File: src/rtl/controle_temporizador_pkg.sv
// Shared types and helpers for the mm:ss BCD countdown timer.
// Optional feature macro: AUTO_RELOAD_EN (see controle_temporizador.sv).
package controle_temporizador_pkg;

  localparam int DIGIT_W   = 4;
  localparam int UNITS_MOD = 10;
  localparam int TIME_W    = 4 * DIGIT_W;

  // Packing: {min_tens, min_units, sec_tens, sec_units}
  typedef logic [TIME_W-1:0] bcd_time_t;

  typedef enum logic [1:0] {
    IDLE  = 2'd0,
    RUN   = 2'd1,
    PAUSE = 2'd2,
    DONE  = 2'd3
  } state_e;

  function automatic logic [DIGIT_W-1:0] clampDigit(input logic [DIGIT_W-1:0] d,
                                                    input int modulus);
    if (int'(d) >= modulus) return DIGIT_W'(modulus - 1);
    return d;
  endfunction

  function automatic bcd_time_t clampPreset(input bcd_time_t p, input int tensMod);
    bcd_time_t r;
    r[3:0]   = clampDigit(p[3:0],   UNITS_MOD);
    r[7:4]   = clampDigit(p[7:4],   tensMod);
    r[11:8]  = clampDigit(p[11:8],  UNITS_MOD);
    r[15:12] = clampDigit(p[15:12], tensMod);
    return r;
  endfunction

endpackage

File: src/rtl/controle_temporizador_if.sv
// Control/data bundle of the countdown timer; master drives commands, slave is the timer.
interface controle_temporizador_if;
  import controle_temporizador_pkg::*;

  logic      tick;
  logic      load;
  logic      start;
  logic      pause;
  bcd_time_t preset;
  bcd_time_t vetor;
  logic      running;
  logic      done;
  logic      zero_pulse;

  modport master (
    output tick, load, start, pause, preset,
    input  vetor, running, done, zero_pulse
  );

  modport slave (
    input  tick, load, start, pause, preset,
    output vetor, running, done, zero_pulse
  );

endinterface

File: src/rtl/controle_temporizador_bcd_digit_down.sv
// One BCD down-counting digit with parallel load; borrow_o flags a decrement taken at zero.
module bcd_digit_down
  import controle_temporizador_pkg::*;
#(
  parameter int MODULUS = UNITS_MOD
)
(
  input  logic               clk_i,
  input  logic               rst_i,
  input  logic               load_i,
  input  logic [DIGIT_W-1:0] load_val_i,
  input  logic               dec_i,
  output logic [DIGIT_W-1:0] digit_o,
  output logic               borrow_o
);

  localparam logic [DIGIT_W-1:0] TOP = DIGIT_W'(MODULUS - 1);

  logic [DIGIT_W-1:0] digitQ;
  logic [DIGIT_W-1:0] digitD;

  always_comb begin
    digitD = digitQ;
    if (load_i) begin
      digitD = load_val_i;
    end else if (dec_i) begin
      digitD = (digitQ == '0) ? TOP : digitQ - 1'b1;
    end
  end

  always_ff @(posedge clk_i) begin
    if (rst_i) begin
      digitQ <= '0;
    end else begin
      digitQ <= digitD;
    end
  end

  assign digit_o  = digitQ;
  assign borrow_o = dec_i && !load_i && (digitQ == '0);

endmodule

File: src/rtl/controle_temporizador.sv
// mm:ss BCD countdown timer with IDLE/RUN/PAUSE/DONE control.
// Define AUTO_RELOAD_EN to restart from the last loaded preset when the count expires.
module controle_temporizador
  import controle_temporizador_pkg::*;
#(
  parameter int TENS_MOD = 6
)
(
  input logic                   clock_i,
  input logic                   reset_i,
  controle_temporizador_if.slave bus
);

  state_e    stateQ;
  state_e    stateD;
  logic      zeroPulseQ;
  logic      zeroPulseD;
  logic      decEn;
  logic      reloadNow;
  logic      loadDigits;
  bcd_time_t presetClamped;
  bcd_time_t loadVal;
  bcd_time_t count;
  logic      countIsZero;
  logic      countIsOne;
  logic      borrowSu;
  logic      borrowSt;
  logic      borrowMu;
  logic      borrowMt;

  assign presetClamped = clampPreset(bus.preset, TENS_MOD);
  assign countIsZero   = (count == '0);
  assign countIsOne    = (count == bcd_time_t'(1));
  assign loadDigits    = bus.load || reloadNow;

`ifdef AUTO_RELOAD_EN
  bcd_time_t reloadQ;

  always_ff @(posedge clock_i) begin
    if (reset_i) begin
      reloadQ <= '0;
    end else if (bus.load) begin
      reloadQ <= presetClamped;
    end
  end

  assign loadVal = bus.load ? presetClamped : reloadQ;
`else
  assign loadVal = presetClamped;
`endif

  // Seconds-units decrements on decEn; each higher digit steps on the borrow below it.
  bcd_digit_down #(.MODULUS(UNITS_MOD)) uSecUnits (
    .clk_i      (clock_i),
    .rst_i      (reset_i),
    .load_i     (loadDigits),
    .load_val_i (loadVal[3:0]),
    .dec_i      (decEn),
    .digit_o    (count[3:0]),
    .borrow_o   (borrowSu)
  );

  bcd_digit_down #(.MODULUS(TENS_MOD)) uSecTens (
    .clk_i      (clock_i),
    .rst_i      (reset_i),
    .load_i     (loadDigits),
    .load_val_i (loadVal[7:4]),
    .dec_i      (borrowSu),
    .digit_o    (count[7:4]),
    .borrow_o   (borrowSt)
  );

  bcd_digit_down #(.MODULUS(UNITS_MOD)) uMinUnits (
    .clk_i      (clock_i),
    .rst_i      (reset_i),
    .load_i     (loadDigits),
    .load_val_i (loadVal[11:8]),
    .dec_i      (borrowSt),
    .digit_o    (count[11:8]),
    .borrow_o   (borrowMu)
  );

  bcd_digit_down #(.MODULUS(TENS_MOD)) uMinTens (
    .clk_i      (clock_i),
    .rst_i      (reset_i),
    .load_i     (loadDigits),
    .load_val_i (loadVal[15:12]),
    .dec_i      (borrowMu),
    .digit_o    (count[15:12]),
    .borrow_o   (borrowMt)
  );

  // The FSM only decrements a nonzero count, so the top digit must never borrow.
  assert property (@(posedge clock_i) disable iff (reset_i) !borrowMt);

  always_comb begin
    stateD     = stateQ;
    decEn      = 1'b0;
    reloadNow  = 1'b0;
    zeroPulseD = 1'b0;
    if (bus.load) begin
      stateD = IDLE;
    end else begin
      unique case (stateQ)
        IDLE: begin
          if (bus.start) stateD = countIsZero ? DONE : RUN;
        end
        RUN: begin
          if (bus.pause) begin
            stateD = PAUSE;
          end else if (bus.tick && !countIsZero) begin
            if (countIsOne) begin
              zeroPulseD = 1'b1;
`ifdef AUTO_RELOAD_EN
              if (reloadQ != '0) begin
                reloadNow = 1'b1;
              end else begin
                decEn  = 1'b1;
                stateD = DONE;
              end
`else
              decEn  = 1'b1;
              stateD = DONE;
`endif
            end else begin
              decEn = 1'b1;
            end
          end
        end
        PAUSE: begin
          if (bus.start) stateD = RUN;
        end
        DONE: begin
          stateD = DONE;
        end
        default: stateD = IDLE;
      endcase
    end
  end

  always_ff @(posedge clock_i) begin
    if (reset_i) begin
      stateQ     <= IDLE;
      zeroPulseQ <= 1'b0;
    end else begin
      stateQ     <= stateD;
      zeroPulseQ <= zeroPulseD;
    end
  end

  assign bus.vetor      = count;
  assign bus.running    = (stateQ == RUN);
  assign bus.done       = (stateQ == DONE);
  assign bus.zero_pulse = zeroPulseQ;

endmodule

File: src/flat_wrapper.sv
// flat-port wrapper written by rule: the top's interface ports become plain ports
module controle_temporizador_flat import controle_temporizador_pkg::*;
#(
  parameter int TENS_MOD = 6
)
  (clock_i, reset_i, bus_tick, bus_load, bus_start, bus_pause, bus_preset, bus_vetor, bus_running, bus_done, bus_zero_pulse);
  controle_temporizador_if bus_i ();
  input logic clock_i;
  input logic reset_i;
  input wire logic [$bits(bus_i.tick)-1:0] bus_tick;
  input wire logic [$bits(bus_i.load)-1:0] bus_load;
  input wire logic [$bits(bus_i.start)-1:0] bus_start;
  input wire logic [$bits(bus_i.pause)-1:0] bus_pause;
  input wire logic [$bits(bus_i.preset)-1:0] bus_preset;
  output wire logic [$bits(bus_i.vetor)-1:0] bus_vetor;
  output wire logic [$bits(bus_i.running)-1:0] bus_running;
  output wire logic [$bits(bus_i.done)-1:0] bus_done;
  output wire logic [$bits(bus_i.zero_pulse)-1:0] bus_zero_pulse;
  assign bus_i.tick = bus_tick;
  assign bus_i.load = bus_load;
  assign bus_i.start = bus_start;
  assign bus_i.pause = bus_pause;
  assign bus_i.preset = bus_preset;
  assign bus_vetor = bus_i.vetor;
  assign bus_running = bus_i.running;
  assign bus_done = bus_i.done;
  assign bus_zero_pulse = bus_i.zero_pulse;
  controle_temporizador #(.TENS_MOD(TENS_MOD)) u_core (.clock_i(clock_i), .reset_i(reset_i), .bus(bus_i));
endmodule
File: config.mk
export PLATFORM = sky130hd
export DESIGN_NAME = controle_temporizador_flat
export DESIGN_NICKNAME = d
export VERILOG_FILES = /design/src/rtl/controle_temporizador_pkg.sv /design/src/rtl/controle_temporizador_if.sv /design/src/rtl/controle_temporizador_bcd_digit_down.sv /design/src/rtl/controle_temporizador.sv /design/src/flat_wrapper.sv
export SDC_FILE = /design/constraint.sdc
export NUM_CORES = 1
export LEC_CHECK = 0
export ABC_AREA = 1
export BUFFER_PORTS_ARGS = -buffer_cell sky130_fd_sc_hd__buf_2
export CAP_MARGIN = 20
export CORE_ASPECT_RATIO = 0.75
export CORE_MARGIN = 2
export CORE_UTILIZATION = 46
export DETAILED_ROUTE_END_ITERATION = 16
export GPL_ROUTABILITY_DRIVEN = 0
export PLACE_DENSITY = 0.75
export REMOVE_ABC_BUFFERS = 1
export SLEW_MARGIN = 20
export SYNTH_ARGS = -nofsm -noshare
export SYNTH_HDL_FRONTEND = slang
export SYNTH_HIERARCHICAL = 1
export SYNTH_SLANG_ARGS = --single-unit
File: constraint.sdc
create_clock -name clock_i -period 2.34 [get_ports clock_i]
set_input_delay 0.351 -clock clock_i [delete_from_list [all_inputs] [get_ports clock_i]]
set_output_delay 0.351 -clock clock_i [all_outputs]
set_load 0.1 [all_outputs]
Word-level counts from Yosys, hierarchy flattened
Index checks and enable logic that the tools add are counted.
{ "totals": {"register_bits": 19, "latch_bits": 0, "mem_bits_rw": 0, "romBits": 0, "out_inout_bits": 19, "word_cells": 82, "memories": 0} }
{ "classes": {"n_addsub": 4, "n_mul": 0, "div": 0, "order_cmp": 4, "eq_ne": 8, "shift": 0, "muxes": 36, "bitwise": 2, "n_reduce_logical": 22} }
{ "ops": {"columns": ["cell", "n"], "rows": [
  ["$mux W4", 20],
  ["$eq A16 B1 Y1 const B", 1],
  ["$logic_not A16 Y1", 1],
  ["$logic_not A4 Y1", 4],
  ["$sub A4 B1 Y4 const B", 4],
  ["$mux W2", 6],
  ["$mux W1", 9],
  ["$ge A4 B3 Y1 const B", 2],
  ["$ge A4 B4 Y1 const B", 2],
  ["$pmux W2 S4", 1],
  ["$reduce_bool A2 Y1", 4],
  ["$logic_and A1 B1 Y1", 7],
  ["$ne A3 B2 Y1 const B", 2],
  ["$reduce_or A5 Y1", 1],
  ["$eq A2 B2 Y1 const B", 2],
  ["$ne A2 B2 Y1 const B", 2],
  ["$reduce_and A4 Y1", 1],
  ["$eq A2 B1 Y1 const B", 1],
  ["$logic_not A1 Y1", 2],
  ["$logic_not A2 Y1", 1],
  ["$not A1 Y1", 2],
  ["$reduce_or A2 Y1", 1]
]} }

Depth between registers and ports, before layout
Gate-level depths: netlist of run 1.
{ "depth": {"word_depth": 15, "mapped_depth": 21, "depth_no_buf": 21} }

By module
The synthesis of run 1 kept the hierarchy.
{ "by_module_without_submodules": {"columns": ["mod", "n_inst", "cells_each", "area_each_um2", "seq_area_each_um2"], "rows": [
  ["bcd_digit_down (u_core.uMinUnits ...)", 2, 39, 252.7, 80.1],
  ["bcd_digit_down (u_core.uMinTens ...)", 2, 37, 232.7, 80.1],
  ["controle_temporizador", 1, 74, 390.4, 60.1]
]} }

Least setup slack after synthesis of run 1
No wires, ideal clock.
{ "synth_timing": {"kind": "register -> register", "start": "register u_core.uSecUnits.digitQ[1], in the netlist u_core/uSecUnits/digit_o[1]", "end": "register u_core.uMinTens.digitQ[0], in the netlist u_core/uMinTens/digit_o[0]", "setup_ns": 0.110, "t_arrival_ns": 3.055, "required_time_ns": 2.230, "slack_ns": -0.825, "stages_incl_launch_ff": 22, "path_buffers": 0, "cell_sequence": "dfxtp_1 > nor2_1 > nand2_1 > nor2_2 > nand2_1 > nand2_1 > nor3b_1 > nand2_2 > inv_2 > nand3_2 > inv_1 > nand2_2 > nor3_1 > nand2_2 > inv_2 > nand3_2 > inv_1 > nor2_1 > nand2_1 > o211ai_1 > nand2_1 > inv_1"} }
{ "synth_via": {"elab_chain_len": 14, "elab_cells_between_ends": 15} }
{ "synth_rtl": {"columns": ["item", "line_no", "rtl"], "rows": [
  ["start, declared", "controle_temporizador_bcd_digit_down.sv:19", "logic [DIGIT_W-1:0] digitQ;"],
  ["start signal, assigned", "controle_temporizador_bcd_digit_down.sv:35", "digitQ <= digitD;"],
  ["$logic_not A16 Y1", "controle_temporizador.sv:32", "assign countIsZero = (count == '0);"],
  ["$logic_not A1 Y1", "controle_temporizador.sv:111", "end else if (bus.tick && !countIsZero) begin"],
  ["$logic_and A1 B1 Y1", "controle_temporizador.sv:111", null],
  ["$mux W1", "controle_temporizador.sv:111", null],
  ["$mux W1", "controle_temporizador.sv:109", "if (bus.pause) begin"],
  ["$mux W1", "controle_temporizador.sv:104", "unique case (stateQ)"],
  ["$mux W1", "controle_temporizador.sv:101", "if (bus.load) begin"],
  ["via u_core.decEn", "controle_temporizador.sv:18", "logic decEn;"],
  ["$logic_and A1 B1 Y1 (2 in a row)", "controle_temporizador_bcd_digit_down.sv:40", "assign borrow_o = dec_i && !load_i && (digitQ == '0);"],
  ["via u_core.borrowSu", "controle_temporizador.sv:26", "logic borrowSu;"],
  ["$logic_and A1 B1 Y1 (2 in a row)", "controle_temporizador_bcd_digit_down.sv:40", null],
  ["via u_core.borrowSt", "controle_temporizador.sv:27", "logic borrowSt;"],
  ["$logic_and A1 B1 Y1 (2 in a row)", "controle_temporizador_bcd_digit_down.sv:40", null],
  ["via u_core.borrowMu", "controle_temporizador.sv:28", "logic borrowMu;"],
  ["$reduce_bool A2 Y1 (no source line)", null, null],
  ["end signal, assigned", "controle_temporizador_bcd_digit_down.sv:35", null],
  ["end, declared", "controle_temporizador_bcd_digit_down.sv:19", null]
]} }
The timed path passes the listed nets, and every way through them passes these cells.
A chain may end at the register's enable or synchronous reset.

Worst setup path in the final report of run 1
{ "layout_timing": {"start": "register u_core.uMinUnits.digitQ[1], in the netlist u_core/uMinUnits/digit_o[1]", "end": "register u_core.uMinTens.digitQ[0], in the netlist u_core/uMinTens/digit_o[0]"} }
{ "layout_via": {"elab_chain_len": 14, "elab_cells_between_ends": 15} }
{ "layout_rtl": {"columns": ["item", "line_no"], "rows": [
  ["start, declared", "controle_temporizador_bcd_digit_down.sv:19"],
  ["start signal, assigned", "controle_temporizador_bcd_digit_down.sv:35"],
  ["$logic_not A16 Y1", "controle_temporizador.sv:32"],
  ["$logic_not A1 Y1", "controle_temporizador.sv:111"],
  ["$logic_and A1 B1 Y1", "controle_temporizador.sv:111"],
  ["$mux W1", "controle_temporizador.sv:111"],
  ["$mux W1", "controle_temporizador.sv:109"],
  ["$mux W1", "controle_temporizador.sv:104"],
  ["$mux W1", "controle_temporizador.sv:101"],
  ["via u_core.decEn", "controle_temporizador.sv:18"],
  ["$logic_and A1 B1 Y1 (2 in a row)", "controle_temporizador_bcd_digit_down.sv:40"],
  ["via u_core.borrowSu", "controle_temporizador.sv:26"],
  ["$logic_and A1 B1 Y1 (2 in a row)", "controle_temporizador_bcd_digit_down.sv:40"],
  ["via u_core.borrowSt", "controle_temporizador.sv:27"],
  ["$logic_and A1 B1 Y1 (2 in a row)", "controle_temporizador_bcd_digit_down.sv:40"],
  ["via u_core.borrowMu", "controle_temporizador.sv:28"],
  ["$reduce_bool A2 Y1 (no source line)", null]
]} }
The timed path passes the listed nets, and every way through them passes these cells.

==> results of run 1 <==
## worst max-delay path, stage by stage, from the launching register on
cell	delay [ps]
dfxtp_2	330
nor2_1	40
nand2_1	100
nor2_4	60
nand2_2	60
nand2_2	60
nor3b_2	230
nand2_2	80
inv_2	70
nand3_2	70
inv_2	80
nand2_4	60
nor3_4	200
nand2_2	80
inv_2	60
nand3_2	70
inv_2	80
nand2_2	70
o211ai_1	190
nand2_1	80
inv_1	50
## where the power goes
part | switching, uW | internal [uW]
combinational | 248 | 105
sequential | 10.2 | 343
clock | 115 | 119
total | 373 | 567
## layout make-up
| cell class | instances | area [um^2] | area share |
|---|---|---|---|
| Clock inverter | 1 | 5.00 | 0.00261 |
| Multi-Input combinational cell | 166 | 861 | 0.449 |
| Inverter | 39 | 146 | 0.0764 |
| Clock buffer | 3 | 41.3 | 0.0216 |
| Tap cell | 38 | 47.5 | 0.0248 |
| Sequential cell | 19 | 397 | 0.207 |
| Timing Repair Buffer | 69 | 418 | 0.218 |
## metrics by stage
stage	hold slack [ps]	TNS, ps	util	area [um^2]	setup WS (ps)
2_1_floorplan	420	-5730	-	1350	-825
3_3_place_gp	590	-133	0.617	1770	-56.6
3_5_place_dp	594	-521	0.617	1770	-160
4_1_cts	386	0	0.635	1820	9.82
5_1_grt	410	-80.5	0.667	1920	-55.1
6_report	409	0	0.667	1920	159
## layer usage
layer / vias up / routed length, um / GRT usage
li1: 843 / - / -
met1: 681 / 1640 / 0.283
met3: 2 / 269 / 0.0617
met4: 0 / 11 / 0.0408
met2: 62 / 1570 / 0.335
met5: - / 0 / 0
## registers in the layout, indices dropped and copies added, names as in the netlist
register	count
u_core/uSecTens/digit_o	4
u_core/stateQ	2
u_core/uMinTens/digit_o	4
u_core/uSecUnits/digit_o	4
u_core/bus.zero_pulse	1
u_core/uMinUnits/digit_o	4
## layout by cell type, fill, tap and decap left out, types with 7 or more instances in the layout
master and instances:
a21oi_1 10, buf_2 40, buf_4 29, dfxtp_2 13
inv_1 30, inv_2 9, nand2_1 67, nand3_1 7
nor2_1 22, nor2_2 9, o21ai_0 8
## repair_timing
item | CTS | global route
endpoints found under the hold margin | 0 | 0
gates resized for setup | 1 | 23
setup buffers | 0 | 6
setup endpoints to repair | 3 | 8
pin swaps | 0 | 13
cloned | 0 | 0
## worst max path at each step
stage                                       endpoint  slack, ps  cells after the start
final                     u_core/uMinTens/digit_o[0]        160                     20
after CTS                 u_core/uMinTens/digit_o[1]         10                     19
after floorplan           u_core/uMinTens/digit_o[0]       -830                     21
after detailed placement  u_core/uMinTens/digit_o[1]       -160                     16
after global placement    u_core/uMinTens/digit_o[2]        -60                     16
after global routing      u_core/uMinTens/digit_o[0]        -60                     20
==> impl_metrics.json, run 1 <==
{
  "netlist_area_mm2": 0.00136,
  "first_global_vias": 1338,
  "num_rows": 17,
  "hpwl_mm": 2.67,
  "finClkSkew_ps": 1.75,
  "die_h_um": 51.0,
  "stdcell_count": 335,
  "drv_slew": 0,
  "vias": 1588,
  "path_class": "reg -> reg",
  "maxCapViolCount": 0,
  "clkSinkCount": 19,
  "path_max_fanout": 4,
  "core_area_mm2": 0.00287,
  "r2r_start": "u_core/uMinUnits/digit_o[1]",
  "drtAntennaViolNets": 0,
  "htree_levels": 1,
  "syn_to_final_growth_pct": 41.2,
  "grt_usage": 0.210,
  "firstDrtPassIters": 4,
  "cts-root-buf": "clkbuf_8",
  "clk_pin_slew_ps": 70,
  "drt_drc_violations_left": 0,
  "cts_hold_buf": 0,
  "worst_ep_arrival_time_ps": 2390,
  "clk_latency_ps": 260,
  "synth.avg_cell_area_um2": 6.03,
  "grt_max_degree": 19,
  "r2r_end": "u_core/uMinTens/digit_o[0]",
  "drt_wl_total_mm": 3.49,
  "worstSetupStartpoint": "u_core/uMinUnits/digit_o[1]",
  "power.density_mw_per_mm2": 491,
  "cts_buffers": 3,
  "start_util": 0.472,
  "r2r_cells": 20,
  "finalCritPeriodShare": 0.932,
  "io_pins": 41,
  "portBuffers": 40,
  "hp-class": "in -> reg",
  "dp_cells": 325,
  "vias_per_cell": 4.74,
  "leakagePower_uw": 0.00106,
  "netlist_instances": 225,
  "cts_buffer_depth": 2,
  "grt_pass1_wl_mm": 5.48,
  "cts_tree": "yes",
  "drive_gt1_frac": 0.414,
  "end_kind": "flop",
  "max_freq_mhz": 459,
  "nets": 320,
  "power_uw": 940,
  "worst_ir_drop_vdd_mv": 0.368,
  "min_from": "bus_pause",
  "hold_depth": 4,
  "period_needed_ps": 2180,
  "grt-ovfl-total": 0,
  "whs_endpoint": "u_core/bus.zero_pulse",
  "startpoint_type": "flop",
  "ys_warn_count": 6,
  "status": "complete, no violations",
  "nFillCells": 262,
  "antenna_found_initial": 0,
  "drt_first_iter_violations": 101,
  "cp.required_ps": 2550,
  "diodes": 0,
  "die_x_um": 66.7,
  "dieArea_mm2": 0.00340,
  "r2r_setup_slack_ps": 160,
  "setup_viol": 0,
  "post_drt_wl_per_cell_um": 10.4,
  "hold_viol": 0
}
Power figures use the tool's default switching activity.
==> run 2: changes to the inputs <==
Settings changed: REMOVE_ABC_BUFFERS 1 to unset.
==> run 2 against run 1 <==
  * Clock skew is 3.6 ps higher
  * Clock power is 2% lower
  * Register-to-register slack worse by 70 ps
  * Sequential cell count stayed put
  * Wire length is 0.17% higher
  * Core utilization is 0.30 points lower
  * Power is 2.2% lower
  * Cell area is 0.46% lower
  * Critical path depth stayed put
==> impl_metrics.json, run 2 (synthesized netlist as in run 1, its figures left out) <==
{
  "io_pins": 41,
  "drive_gt1_frac": 0.424,
  "design_area_mm2": 0.00191,
  "start_util": 0.472,
  "path_max_fanout": 6,
  "cts-root-buf": "clkbuf_8",
  "clk_latency_ps": 260,
  "power_uw": 919,
  "max_freq_mhz": 444,
  "die_h_um": 51.0,
  "die_x_um": 66.7,
  "power.density_mw_per_mm2": 482,
  "diodes": 0,
  "finalCritPeriodShare": 0.963,
  "antenna_found_initial": 0,
  "grt_pass1_wl_mm": 5.42,
  "slowest_delay_ps": 380,
  "grt-ovfl-total": 0,
  "cts_buffers": 3,
  "dpl-instance-area_mm2": 0.00171,
  "path_buf_inv": 5,
  "worst_ep_arrival_time_ps": 2450,
  "dp_slack_ps": 28.1,
  "portBuffers": 40,
  "drv_slew": 0,
  "vias_per_cell": 4.84,
  "cp_top_family": "simple AND/OR/NAND/NOR gates",
  "period_needed_ps": 2250,
  "drt_drc_violations_left": 0,
  "final_cell_mix": "nand2_1 (65), buf_2 (40), inv_1 (30)",
  "cp_slowest_cell": "dfxtp_4",
  "grt_max_degree": 27,
  "hpwl_mm": 2.48,
  "layout_setup_ws_ps": 87.4,
  "clk_pin_slew_ps": 70,
  "cts_tree": "yes",
  "worst_ir_drop_vdd_mv": 0.342,
  "leakagePower_uw": 0.00103,
  "status": "complete, no violations",
  "htree_levels": 1,
  "min_from": "bus_tick",
  "drt_first_iter_violations": 71,
  "r2r_start": "u_core/uMinUnits/digit_o[0]",
  "core_area_mm2": 0.00287,
  "cpMostUsedCell": "nand2_2",
  "finClkSkew_ps": 5.33,
  "clkSinkCount": 19,
  "maxCapViolCount": 0,
  "num_rows": 17,
  "layout_commonest_cell": "nand2_1",
  "vias": 1578,
  "syn_to_final_growth_pct": 40.6,
  "crit_chain": "nor2_1 -> nand2_1 -> nor2_4 -> nand2_2 -> nand2_2 -> nor3b_2 -> nand2_2 -> inv_2 -> nand3_2 -> inv_2 -> nand2_4 -> nor3_4 -> nand2_2 -> inv_2 -> nand3_2 -> inv_2 -> nand2_2 -> o211ai_1 -> nand2_1 -> inv_1",
  "startpoint_type": "flop",
  "setup_viol": 0,
  "nets": 311,
  "cts_hold_buf": 0,
  "cts_buffer_depth": 2,
  "end_kind": "flop",
  "drtAntennaViolNets": 0,
  "grt_usage": 0.206,
  "cp.required_ps": 2540,
  "firstDrtPassIters": 4,
  "rsz0062_at_grt": "yes",
  "first_global_vias": 1293,
  "drt_wl_total_mm": 3.50,
  "nFillCells": 260,
  "worstSetupStartpoint": "u_core/uMinUnits/digit_o[0]",
  "path_class": "reg -> reg",
  "post_drt_wl_per_cell_um": 10.7,
  "hp-class": "in -> reg",
  "dieArea_mm2": 0.00340,
  "hold_viol": 0
}
-- run 2: cell types whose count changed in the layout (fill, tap and decap cells not counted), moves of 2 or more --
cell	before	now
nor2_1	22	20
buf_4	29	20
nand2_1	67	65
dfxtp_2	13	0
dfxtp_1	6	3
nand2_2	5	7
dfxtp_4	0	16
-- run 2: path summary, 6_finish.rpt --
kind | endpoint | slack [ps] | cells past startpoint
min | u_core/bus.zero_pulse | 400 | 3
max reg2reg | u_core/uMinTens/digit_o[0] | 90 | 20
max | u_core/uMinTens/digit_o[0] | 90 | 20
min reg2reg | u_core/uMinTens/digit_o[2] | 560 | 2
-- run 2: power by group --
group	switching [uW]	internal, uW	total [uW]
combinational	236	98.5	334
sequential	21.4	333	355
clock	109	121	230
total	366	553	919
-- run 2: per-stage QoR --
step           hold WS, ps  setup TNS [ps]   util  std cells
5_1_grt                404            -420  0.664        326
6_report               395               0  0.664        326
3_5_place_dp           557               0  0.597        307
2_1_floorplan          410               0      -        226
4_1_cts                375               0  0.615        312
3_3_place_gp           548               0  0.597        307
-- run 2: final cells by class --
cell class	count	area, um^2	share of cell area
clock buffers	4	45.0	0.0236
inverters	39	146	0.0768
multi-input cells	166	877	0.460
flip-flops and latches	19	440	0.231
well taps	38	47.5	0.0249
repair buffers	60	350	0.184
-- run 2: routing by layer --
layer | vias up | GRT usage | part of all wire
li1 | 824 | - | -
met4 | 0 | 0.0408 | 0.0049
met1 | 701 | 0.270 | 0.45
met2 | 51 | 0.345 | 0.48
met3 | 2 | 0.0485 | 0.056
met5 | - | 0 | 0
-- run 2: timing repair --
item / in CTS / in global routing
endpoints found under the setup margin: 1 / 8
buffers inserted: 1 / 14
pin swaps: 2 / 11
resized for setup: 1 / 14
-- run 2: worst min-delay path, stage by stage --
cell	delay [ps]
buf_2	120
nand4_1	100
nor2_1	40
